[config.mk]
export PLATFORM = sky130hd
export DESIGN_NAME = pc_sequencer
export DESIGN_NICKNAME = d
export VERILOG_FILES = /design/src/rtl/pc_sequencer.sv
export SDC_FILE = /design/constraint.sdc
export NUM_CORES = 1
export LEC_CHECK = 0
export ABC_AREA = 1
export CORE_UTILIZATION = 40
export CTS_CLUSTER_SIZE = 12
export DETAILED_ROUTE_END_ITERATION = 7
export GPL_TIMING_DRIVEN = 0
export PLACE_DENSITY = 0.63
export SYNTH_ARGS = -nofsm -noshare
export SYNTH_HDL_FRONTEND = slang
export SYNTH_SLANG_ARGS = --single-unit
[constraint.sdc]
create_clock -name Clk -period 2.2 [get_ports Clk]
set_input_delay 0.22 -clock Clk [delete_from_list [all_inputs] [get_ports Clk]]
set_output_delay 0.22 -clock Clk [all_outputs]
set_load 0.1 [all_outputs]
[src/rtl/pc_sequencer.sv]
// Instruction sequencer for an 8-bit program counter: fetches one opcode per
// instruction and drives the counter's Load/CountEn/A, with a small return stack.
module pc_sequencer #(
    parameter int                WIDTH       = 8,
    parameter int                STACK_DEPTH = 4,
    parameter logic [WIDTH-1:0]  RESET_VEC   = '0
) (
    input  logic                               Clk,
    input  logic                               nReset,
    input  logic                               Start,
    input  logic                               InstrValid,
    input  logic [2:0]                         Opcode,
    input  logic [WIDTH-1:0]                   Target,
    input  logic                               CondZ,
    input  logic [WIDTH-1:0]                   PcIn,
    output logic                               PcLoad,
    output logic                               PcCountEn,
    output logic [WIDTH-1:0]                   PcA,
    output logic                               InstrReq,
    output logic                               Busy,
    output logic                               Halted,
    output logic                               Error,
    output logic [$clog2(STACK_DEPTH+1)-1:0]   StackLevel,
    output logic [2:0]                         dbg_state
);

    localparam int LW = $clog2(STACK_DEPTH + 1);
    localparam int PW = (STACK_DEPTH > 1) ? $clog2(STACK_DEPTH) : 1;

    localparam logic [2:0] OP_NOP  = 3'd0;
    localparam logic [2:0] OP_JMP  = 3'd1;
    localparam logic [2:0] OP_BRZ  = 3'd2;
    localparam logic [2:0] OP_CALL = 3'd3;
    localparam logic [2:0] OP_RET  = 3'd4;
    localparam logic [2:0] OP_HALT = 3'd5;

    typedef enum logic [2:0] {
        S_IDLE    = 3'd0,
        S_LOADVEC = 3'd1,
        S_FETCH   = 3'd2,
        S_EXEC    = 3'd3,
        S_HALTED  = 3'd4,
        S_ERROR   = 3'd5
    } state_t;

    state_t             state;
    logic [2:0]         instr_op;
    logic [WIDTH-1:0]   stack_mem [STACK_DEPTH];
    logic [PW-1:0]      push_idx;
    logic [PW-1:0]      top_idx;
    logic               stack_full;
    logic               stack_empty;

    assign push_idx    = StackLevel[PW-1:0];
    assign top_idx     = push_idx - PW'(1);
    assign stack_full  = (StackLevel == LW'(STACK_DEPTH));
    assign stack_empty = (StackLevel == '0);
    assign dbg_state   = state;

    // PC controls for EXEC are decoded while accepting the instruction in FETCH,
    // so during EXEC they come straight from flops.
    always_ff @(posedge Clk or negedge nReset) begin
        if (!nReset) begin
            state      <= S_IDLE;
            instr_op   <= '0;
            StackLevel <= '0;
            PcLoad     <= 1'b0;
            PcCountEn  <= 1'b0;
            PcA        <= '0;
            InstrReq   <= 1'b0;
            Busy       <= 1'b0;
            Halted     <= 1'b0;
            Error      <= 1'b0;
            for (int i = 0; i < STACK_DEPTH; i++) stack_mem[i] <= '0;
        end else begin
            case (state)
                S_IDLE, S_HALTED, S_ERROR: begin
                    if (Start) begin
                        state      <= S_LOADVEC;
                        StackLevel <= '0;
                        PcLoad     <= 1'b1;
                        PcA        <= RESET_VEC;
                        Busy       <= 1'b1;
                        Halted     <= 1'b0;
                        Error      <= 1'b0;
                    end
                end
                S_LOADVEC: begin
                    state    <= S_FETCH;
                    PcLoad   <= 1'b0;
                    PcA      <= '0;
                    InstrReq <= 1'b1;
                end
                S_FETCH: begin
                    if (InstrValid) begin
                        state    <= S_EXEC;
                        InstrReq <= 1'b0;
                        instr_op <= Opcode;
                        case (Opcode)
                            OP_NOP: PcCountEn <= 1'b1;
                            OP_JMP: begin
                                PcLoad <= 1'b1;
                                PcA    <= Target;
                            end
                            OP_BRZ: begin
                                if (CondZ) begin
                                    PcLoad <= 1'b1;
                                    PcA    <= Target;
                                end else begin
                                    PcCountEn <= 1'b1;
                                end
                            end
                            OP_CALL: begin
                                if (!stack_full) begin
                                    PcLoad <= 1'b1;
                                    PcA    <= Target;
                                end
                            end
                            OP_RET: begin
                                if (!stack_empty) begin
                                    PcLoad <= 1'b1;
                                    PcA    <= stack_mem[top_idx];
                                end
                            end
                            default: ;
                        endcase
                    end
                end
                S_EXEC: begin
                    PcLoad    <= 1'b0;
                    PcCountEn <= 1'b0;
                    PcA       <= '0;
                    case (instr_op)
                        OP_NOP, OP_JMP, OP_BRZ: begin
                            state    <= S_FETCH;
                            InstrReq <= 1'b1;
                        end
                        OP_CALL: begin
                            if (stack_full) begin
                                state <= S_ERROR;
                                Busy  <= 1'b0;
                                Error <= 1'b1;
                            end else begin
                                stack_mem[push_idx] <= PcIn + WIDTH'(1);
                                StackLevel          <= StackLevel + LW'(1);
                                state               <= S_FETCH;
                                InstrReq            <= 1'b1;
                            end
                        end
                        OP_RET: begin
                            if (stack_empty) begin
                                state <= S_ERROR;
                                Busy  <= 1'b0;
                                Error <= 1'b1;
                            end else begin
                                StackLevel <= StackLevel - LW'(1);
                                state      <= S_FETCH;
                                InstrReq   <= 1'b1;
                            end
                        end
                        OP_HALT: begin
                            state  <= S_HALTED;
                            Busy   <= 1'b0;
                            Halted <= 1'b1;
                        end
                        default: begin
                            state <= S_ERROR;
                            Busy  <= 1'b0;
                            Error <= 1'b1;
                        end
                    endcase
                end
                default: state <= S_IDLE;
            endcase
        end
    end

endmodule

==> impl_metrics.toml, run 1 <==
[clock_network]
clock-sinks = 55
cts_tree = "yes"
clock-root-buffer = "sky130_fd_sc_hd__clkbuf_8"
path_clk_slew_ns = 0.10
cts-htree-levels = 2
clk_latency_worst_skew_pair_ns = 0.32
cts_setup_buffers = 0
numCtsBuffers = 5
clockBufferDepth = 2

[yosys]
main_area_contributors_after_synthesis = "sky130_fd_sc_hd__dfrtp_1, sky130_fd_sc_hd__nand2_1, sky130_fd_sc_hd__nand3_1, sky130_fd_sc_hd__inv_1, sky130_fd_sc_hd__ha_1"
synth.avg_cell_area_um2 = 7.399
synth_sequential_area_ratio_pct = 45.93
synth_edf_count = 0
yosys_register_bits = 55
syn-cell-area_mm2 = 0.002997
synth_fp_nets = 435
yosys-top-cells-count = "sky130_fd_sc_hd__nand2_1, sky130_fd_sc_hd__dfrtp_1, sky130_fd_sc_hd__inv_1"
syn_inst = 405
synthMostInstantiatedCell = "sky130_fd_sc_hd__nand2_1"
postSynth.asyncResetShare_pct = 100.0
yosys_warnings = 0
synth_top_cell_by_area = "sky130_fd_sc_hd__dfrtp_1"
synth_top_area_share_pct = 45.93
ys_types = 28
primary_flip_flop_cell_chosen_by_synthesis_mapping = "sky130_fd_sc_hd__dfrtp_1"

[floorplan]
floorplan.io_pins = 44
chipHeight_um = 88.56
design.die.area_mm2 = 0.007842
core_area_mm2 = 0.007253
floorplan.initialDensity_pct = 41.31
floorplan.die.width_um = 88.56
rows = 31

[power]
power_leakage_nw = 1.971
vdd_ir_drop_max_v = 0.0004036
power.density_cell_area_mw_per_mm2 = 1414

[timing]
slew_headroom_pct = 35.40
grt_setup_unrepaired = "false"
final.setup_skew_ns = 0.01278
timing_worst_slew_pin_value_ns = 0.9659
layout_setup_ws_ns = 0.07471
finalCriticalPeriod_ns = 2.125
final_hold_viol_count = 0
timing.fmax_mhz = 470.5
report.final.setup_viol = 0
period_share_pct = 96.60
slew_violations = 0

[setup_path]
endpoint_kind = "output port"
critPathLaunchType = "flop"
path_buf_inv = 1
worst_path_largest_cell_delay_ns = 1.16
timing.critical_path.fanout_max = 5
max_stage_delay_cell_worst_path = "sky130_fd_sc_hd__clkdlybuf4s50_1"
cp.required_ns = 1.98
timing.critical_path.max_delay_family = "buffers and inverters"
path_cells = "clkdlybuf4s50_1"
worst_ep_arrival_time_ns = 1.91
crit_type = "flop to output port"

[drt]
drcViolationCount = 0
detailedRoute.firstPassIterationCount = 4
via_count = 2610
wirelength_um = 6841
detail_route.iter0.violations = 162
detail_route.wl_per_cell_um = 12.30
final_antenna_net_count = 0
detail_route.vias_per_cell = 4.694

[place]
pre_cts_slack_ns = 0.01393
globalplace.congestion = 0.7997
dp_hpwl_um = 5137
numPortBuffers = 43

[grt]
grt_remaining_overflow = 0
grt.total_usage_pct = 19.44
first_global_vias = 2468
grt_pass1_wl_um = 11520
pin_count_of_the_biggest_net_entering_global_routing = 39
grt_antenna_before_repair = 0

[job]
drv_cap = 0

[layout]
drive_gt1_share_pct = 8.534
total_area_of_multi_input_combinational_cells_mm2 = 0.001401
num-fill-cells = 743
area.sequential_mm2 = 0.001381
area_growth_synth_to_finish_pct = 23.01
utilization_pct = 50.82
final_nets = 486
antenna_cells_inserted = 0

[min_path]
worst_hold_path_type = "input pin to asynchronous set/reset pin"

[status]
status = "finished, final reports clean"
==> repair_timing <==
item	in CTS	in global routing
hold buffers	1	0
gates resized for setup	0	5
endpoints found under the setup margin	0	46
hold endpoints to repair	17	0
==> per-layer routing <==
layer	wire, µm	vias to the layer above	GRT usage [%]
met2	3216	55	33.01
met4	126	0	5.865
met3	253	9	3.731
met5	0	-	0
li1	-	1361	-
met1	3243	1185	25.15
==> per-stage QoR <==
stage          cell area, µm²  TNS (ns)  power (mW)  cells  hold WS (ns)
2_1_floorplan            3009         0       3.911    405      -0.07559
3_3_place_gp             3563    -46.34       4.611    547        0.4553
3_5_place_dp             3578         0       4.653    548        0.1933
4_1_cts                  3682         0       5.248    557        0.3921
5_1_grt                  3686         0       5.621    556        0.4122
6_report                 3686         0       5.211    556        0.3740
==> cells by family (layout without fill, tap and decap cells) <==
family | Yosys count | in the layout | share of synthesized area, %
AND/OR/NAND/NOR | 254 | 254 | 35.20
multiplexers | 1 | 1 | 0.3758
flip-flops | 55 | 55 | 45.93
buffers and inverters | 50 | 102 | 7.473
adder cells (fa/ha/maj) | 6 | 6 | 2.756
XOR/XNOR | 7 | 7 | 2.046
AO/OA/AOI/OAI | 32 | 32 | 6.221
==> area by class of cell <==
type	count	area share, %
inverters	40	4.141
flip-flops and latches	55	37.47
well taps	99	3.360
repair buffers	45	12.42
multi-input cells	300	38.02
plain buffers	9	2.037
clock inverters	3	0.6789
clock buffers	5	1.867
==> state kept, by name (all words and copies together) (netlist names) <==
signal      count
stack_mem      32
PcA             8
StackLevel      3
dbg_state       3
instr_op        3
Busy            1
Error           1
Halted          1
InstrReq        1
PcCountEn       1
PcLoad          1
==> path summary, 6_finish.rpt <==
| check | start | end | slack (ns) | cells past startpoint |
|---|---|---|---|---|
| min in group Clk | PcA[1] | PcA[1] | 0.48 | 2 |
| max in group asynchronous | nReset | stack_mem[23] | 1.28 | 3 |
| max reg2reg | StackLevel[0] | PcA[3] | 0.18 | 10 |
| max | StackLevel[2] | StackLevel[2] | 0.07 | 1 |
| min reg2reg | PcA[1] | PcA[1] | 0.48 | 2 |
| min | nReset | instr_op[0] | 0.37 | 2 |
==> report_power, final <==
part           switching (mW)  total [mW]  internal [mW]
registers               0.224        1.59           1.36
clock network           0.354       0.582          0.229
logic                    2.21        3.04          0.836
==> placed cells by master, fill, tap and decap left out, drive strengths merged <==
master         count
nand2            201
clkbuf             6
dlymetal6s2s       1
xnor2              2
nor2              14
a211oi             1
nand4              2
o21ai             19
clkdlybuf4s50     41
xor2               5
dlygate4sd3        1
clkinv             2
nor3               2
dfrtp             55
nand3b             2
buf               10
nand3             33
o211ai             1
a21oi             10
mux2               1
clkinvlp           1
inv               40
fa                 1
ha                 5
a21boi             1
(Power assumes the default switching activity.)
==> run 2: changes to the inputs <==
CORE_UTILIZATION = 49   (was 40)
PLACE_DENSITY = 0.75   (was 0.63)
==> run 2 against run 1 <==
Sequential power is essentially flat. Combinational power grew 1%. Design area grew 0.41%. Non-clock buffer count is the same. Count of clock-buffer cells in the layout is the same. Sequential share of layout area shrank 0.15 points. Core utilization grew 12 points. Fmax shrank 0.25%. Register-to-register slack gained 0.02 ns. Setup slack lost 0.0052 ns. Via count grew 1.4%. Critical path depth is the same. Critical endpoint is now dbg_state[0]. Highest routed layer unchanged.
==> impl_metrics.toml, run 2 (same netlist as run 1, synthesis figures left out) <==
[place]
dp_hpwl_um = 5258
globalplace.congestion = 0.8649
numPortBuffers = 43
total_placed_instance_area_mm2 = 0.003548

[timing]
period_share_pct = 96.84
final.setup_skew_ns = 0.005551
slew_violations = 0
slew_headroom_pct = 34.50
timing_worst_slew_pin_value_ns = 0.9794
grt_setup_unrepaired = "false"
final_hold_viol_count = 0
timing.setup.tns_ns = 0
final.hold.worst_slack_ns = 0.4375
report.final.setup_viol = 0
timing.fmax_mhz = 469.4
finalCriticalPeriod_ns = 2.131

[layout]
antenna_cells_inserted = 0
layout_commonest_cell = "sky130_fd_sc_hd__nand2_1"
registers.top_by_ff_count = "stack_mem"
final_nets = 486
num-fill-cells = 557
utilization_pct = 62.51
drive_gt1_share_pct = 8.753
largestRegisters = "stack_mem: 32 flops, PcA: 8 flops"
final_design_area_no_fill_mm2 = 0.003701
number_of_flip_flops_in_the_largest_register = 32
mostFrequentLayoutCells = "sky130_fd_sc_hd__nand2_1, sky130_fd_sc_hd__dfrtp_1, sky130_fd_sc_hd__clkdlybuf4s50_1, sky130_fd_sc_hd__inv_1, sky130_fd_sc_hd__nand3_1"
area_growth_synth_to_finish_pct = 23.51

[status]
status = "finished, final reports clean"

[clock_network]
numCtsBuffers = 5
clk_latency_worst_skew_pair_ns = 0.31
cts-htree-levels = 2
cts_tree = "yes"
cts_setup_buffers = 0
path_clk_slew_ns = 0.10
clock-sinks = 55
clockBufferDepth = 2
clock-root-buffer = "sky130_fd_sc_hd__clkbuf_8"

[setup_path]
critPathLaunchType = "flop"
timing.critical_path.max_delay_family = "buffers and inverters"
cp.required_ns = 1.98
path_buf_inv = 1
endpoint_kind = "output port"
timing.critical_path.fanout_max = 4
crit_type = "flop to output port"
path_cells = "clkdlybuf4s50_1"
worst_ep_arrival_time_ns = 1.91
max_stage_delay_cell_worst_path = "sky130_fd_sc_hd__clkdlybuf4s50_1"
worst_path_largest_cell_delay_ns = 1.16

[floorplan]
design.die.area_mm2 = 0.006432
chipHeight_um = 80.20
core_area_mm2 = 0.005921
floorplan.io_pins = 44
floorplan.initialDensity_pct = 50.61
floorplan.die.width_um = 80.20
rows = 28

[power]
power.total_mw = 5.476
comb_power_share_pct = 56.2
switching_component_of_the_power_mw = 2.820
internal_power_mw = 2.656
power_leakage_nw = 1.990
vdd_ir_drop_max_v = 0.001109
power.clock.fraction_pct = 14.5
power.density_cell_area_mw_per_mm2 = 1480
sw_frac_of_total_pct = 51.49
p_seq_share_pct = 29.3

[drt]
detail_route.wl_per_cell_um = 13.14
wirelength_um = 6988
final_antenna_net_count = 0
detail_route.vias_per_cell = 4.976
detailedRoute.firstPassIterationCount = 5
detail_route.iter0.violations = 100
via_count = 2647
drcViolationCount = 0

[grt]
pin_count_of_the_biggest_net_entering_global_routing = 33
grt_pass1_wl_um = 11570
grt_antenna_before_repair = 0
grt_remaining_overflow = 0
grt.total_usage_pct = 23.90
first_global_vias = 2443

[job]
drv_cap = 0

[min_path]
worst_hold_path_type = "input pin to asynchronous set/reset pin"
==> run 2: per-layer routing <==
layer | up-vias | GRT usage, % | routed length [µm]
met5 | - | 0 | 0
met4 | 0 | 8.750 | 129
met3 | 12 | 3.295 | 241
met2 | 63 | 41.62 | 3480
met1 | 1217 | 30.10 | 3136
li1 | 1355 | - | -
==> run 2: stage by stage <==
step | std cells | setup slack, ns
final | 532 | 0.06947
after global routing | 532 | 0.02867
after CTS | 533 | 0.02552
after detailed placement | 524 | 0.03184
after global placement | 523 | -1.130
after floorplan | 405 | 0.06810
==> run 2: power groups by stage <==
stage	combinational (mW)	clock [mW]	sequential [mW]
final	3.08	0.796	1.60
after global routing	3.36	0.833	1.64
after CTS	3.07	0.810	1.60
after detailed placement	3.05	0	1.62
after global placement	2.99	0	1.60
after floorplan	1.30	0	2.61
==> run 2: timing repair <==
action | 4_1_cts | 5_1_grt
setup endpoints to repair | 3 | 47
hold endpoints to repair | 23 | 0
gates resized for setup | 1 | 6
hold buffers | 1 | 0
==> run 2: worst paths after layout <==
path | from | to | slack [ns] | depth (start not counted)
max | dbg_state[0] | dbg_state[0] | 0.07 | 1
max in group asynchronous | nReset | stack_mem[1] | 1.19 | 3
min | nReset | Halted | 0.44 | 2
min reg2reg | PcA[1] | PcA[1] | 0.48 | 2
min in group Clk | PcA[1] | PcA[1] | 0.48 | 2
max reg2reg | StackLevel[0] | PcA[2] | 0.20 | 10
==> run 2: layout make-up <==
type	count	area [µm²]	area share [%]
Inverter	40	155.1	4.192
Clock inverter	3	67.56	1.826
Clock buffer	5	68.82	1.859
Tap cell	75	93.84	2.535
Sequential cell	55	1381	37.32
Buffer	9	75.07	2.028
Multi-Input combinational cell	300	1401	37.86
Timing Repair Buffer	45	457.9	12.37
==> run 3: changes to the inputs <==
CORE_ASPECT_RATIO = 1.4   (was not set)
==> run 3 against run 2 <==
Flip-flop and latch count unchanged. Clock power fell by 31%. Setup slack improved by 0.0069 ns. Count of clock-buffer cells in the layout is 2 higher. Via count increased by 0.87%. Highest routed layer unchanged. Critical endpoint is now StackLevel[2]. First-iteration DRC count rose by 100%. Critical path depth did not move. Combinational power shrank 1%. Register-to-register slack hardly changed.
==> impl_metrics.toml, run 3 (same netlist as run 1, synthesis figures left out) <==
[floorplan]
floorplan.initialDensity_pct = 51.11
floorplan.io_pins = 44
rows = 33
core_area_mm2 = 0.005863
chipHeight_um = 94.53
floorplan.die.width_um = 68.09
design.die.area_mm2 = 0.006437

[layout]
drive_gt1_share_pct = 8.534
number_of_flip_flops_in_the_largest_register = 32
layout_commonest_cell = "sky130_fd_sc_hd__nand2_1"
final_nets = 486
registers.top_by_ff_count = "stack_mem"
final_instance_count_without_filler_cells = 527
mostFrequentLayoutCells = "sky130_fd_sc_hd__nand2_1, sky130_fd_sc_hd__dfrtp_1, sky130_fd_sc_hd__clkdlybuf4s50_1, sky130_fd_sc_hd__inv_1, sky130_fd_sc_hd__nand3_1"
antenna_cells_inserted = 0
largestRegisters = "stack_mem: 32 flops, PcA: 8 flops"
area_growth_synth_to_finish_pct = 21.54

[timing]
report.final.setup_viol = 0
slew_violations = 0
final.setup_skew_ns = 0.004160
final_hold_viol_count = 0
finalCriticalPeriod_ns = 2.124
period_share_pct = 96.53
timing_worst_slew_pin_value_ns = 0.9709
final.hold.worst_slack_ns = 0.3598
timing.fmax_mhz = 470.9
grt_setup_unrepaired = "false"
slew_headroom_pct = 35.07

[place]
dp_hpwl_um = 5138
globalplace.congestion = 0.8176
placed_cells_incl_taps = 519
numPortBuffers = 43

[setup_path]
r2r.worst_path.cells = 10
worst_setup_path_startpoint = "StackLevel[2]"
max_stage_delay_cell_worst_path = "sky130_fd_sc_hd__clkdlybuf4s50_1"
critPathCapture = "StackLevel[2]"
cp.depth = 1
timing.critical_path.max_delay_family = "buffers and inverters"
path_buf_inv = 1
regToRegSetupSlack_ns = 0.20
worst_ep_arrival_time_ns = 1.90
cp.required_ns = 1.98
worst_r2r_startpoint = "StackLevel[0]"
crit_type = "flop to output port"
critPathLaunchType = "flop"
endpoint_kind = "output port"
timing.critical_path.fanout_max = 5
worst_path_largest_cell_delay_ns = 1.16
worstReg2RegEnd = "PcA[2]"
path_cells = "clkdlybuf4s50_1"

[grt]
grt_pass1_wl_um = 11430
grt_use_met3_pct = 3.502
grt_antenna_before_repair = 0
grt.total_usage_pct = 23.69
globalRoute.busiestLayer = "met2"
use_met2_pct = 43.30
grtUsageMet1_pct = 26.85
first_global_vias = 2574
grt_remaining_overflow = 0
pin_count_of_the_biggest_net_entering_global_routing = 40

[power]
vdd_ir_drop_max_v = 0.0005951
power.density_cell_area_mw_per_mm2 = 1424
power_leakage_nw = 1.977

[clock_network]
cts_setup_buffers = 0
cts-htree-levels = 2
cts_tree = "yes"
clockBufferDepth = 2
clock-root-buffer = "sky130_fd_sc_hd__clkbuf_8"
clock-sinks = 55
numCtsBuffers = 5
clk_latency_worst_skew_pair_ns = 0.31
path_clk_slew_ns = 0.09

[drt]
detailedRoute.firstPassIterationCount = 6
drcViolationCount = 0
detail_route.vias_per_cell = 5.066
wirelength_um = 6766
via_count = 2670
final_antenna_net_count = 0
detail_route.wl_per_cell_um = 12.84
detail_route.iter0.violations = 201

[status]
status = "finished, final reports clean"

[min_path]
worst_hold_path_type = "input pin to asynchronous set/reset pin"

[job]
drv_cap = 0
-- run 3: how the worst min path moves through the flow --
stage	endpoint
after floorplan	Busy
after global placement	PcA[2]
after detailed placement	instr_op[1]
after CTS	instr_op[1]
after global routing	StackLevel[0]
final	instr_op[1]
-- run 3: per-layer routing --
layer | vias up | part of all wire [%]
met1 | 1226 | 41
met4 | 0 | 2.0
li1 | 1357 | -
met2 | 75 | 53
met5 | - | 0
met3 | 12 | 3.6
-- run 3: metrics by stage --
stage	worst slack [ns]	util, %	cell area (µm²)	total power [mW]	TNS (ns)
final	0.07632	62.12	3642	5.188	0
after global routing	0.03214	62.12	3642	5.573	0
after CTS	0.03112	61.97	3633	5.205	0
after detailed placement	0.04425	60.41	3542	4.651	0
after global placement	-1.071	60.16	3527	4.588	-39.97
after floorplan	0.06810	-	3009	3.911	0
-- run 3: what timing repair did --
item	4_1_cts	5_1_grt
endpoints found under the setup margin	0	46
gates resized for setup	0	8
hold endpoints to repair	16	0
hold buffers	1	0
-- run 3: power breakdown --
part,leakage (nW),internal (mW),switching (mW)
Clock,0.0422,0.225,0.325
Sequential,0.602,1.36,0.231
Combinational,1.33,0.837,2.21
Total,1.98,2.43,2.76
-- run 3: layout make-up --
type	instances	area, µm²
repair buffers	45	460.4
inverters	40	152.6
well taps	70	87.58
clock buffers	7	76.32
fillers	557	2221
multi-input cells	300	1404
plain buffers	9	75.07
flip-flops and latches	55	1381
clock inverters	1	5.005
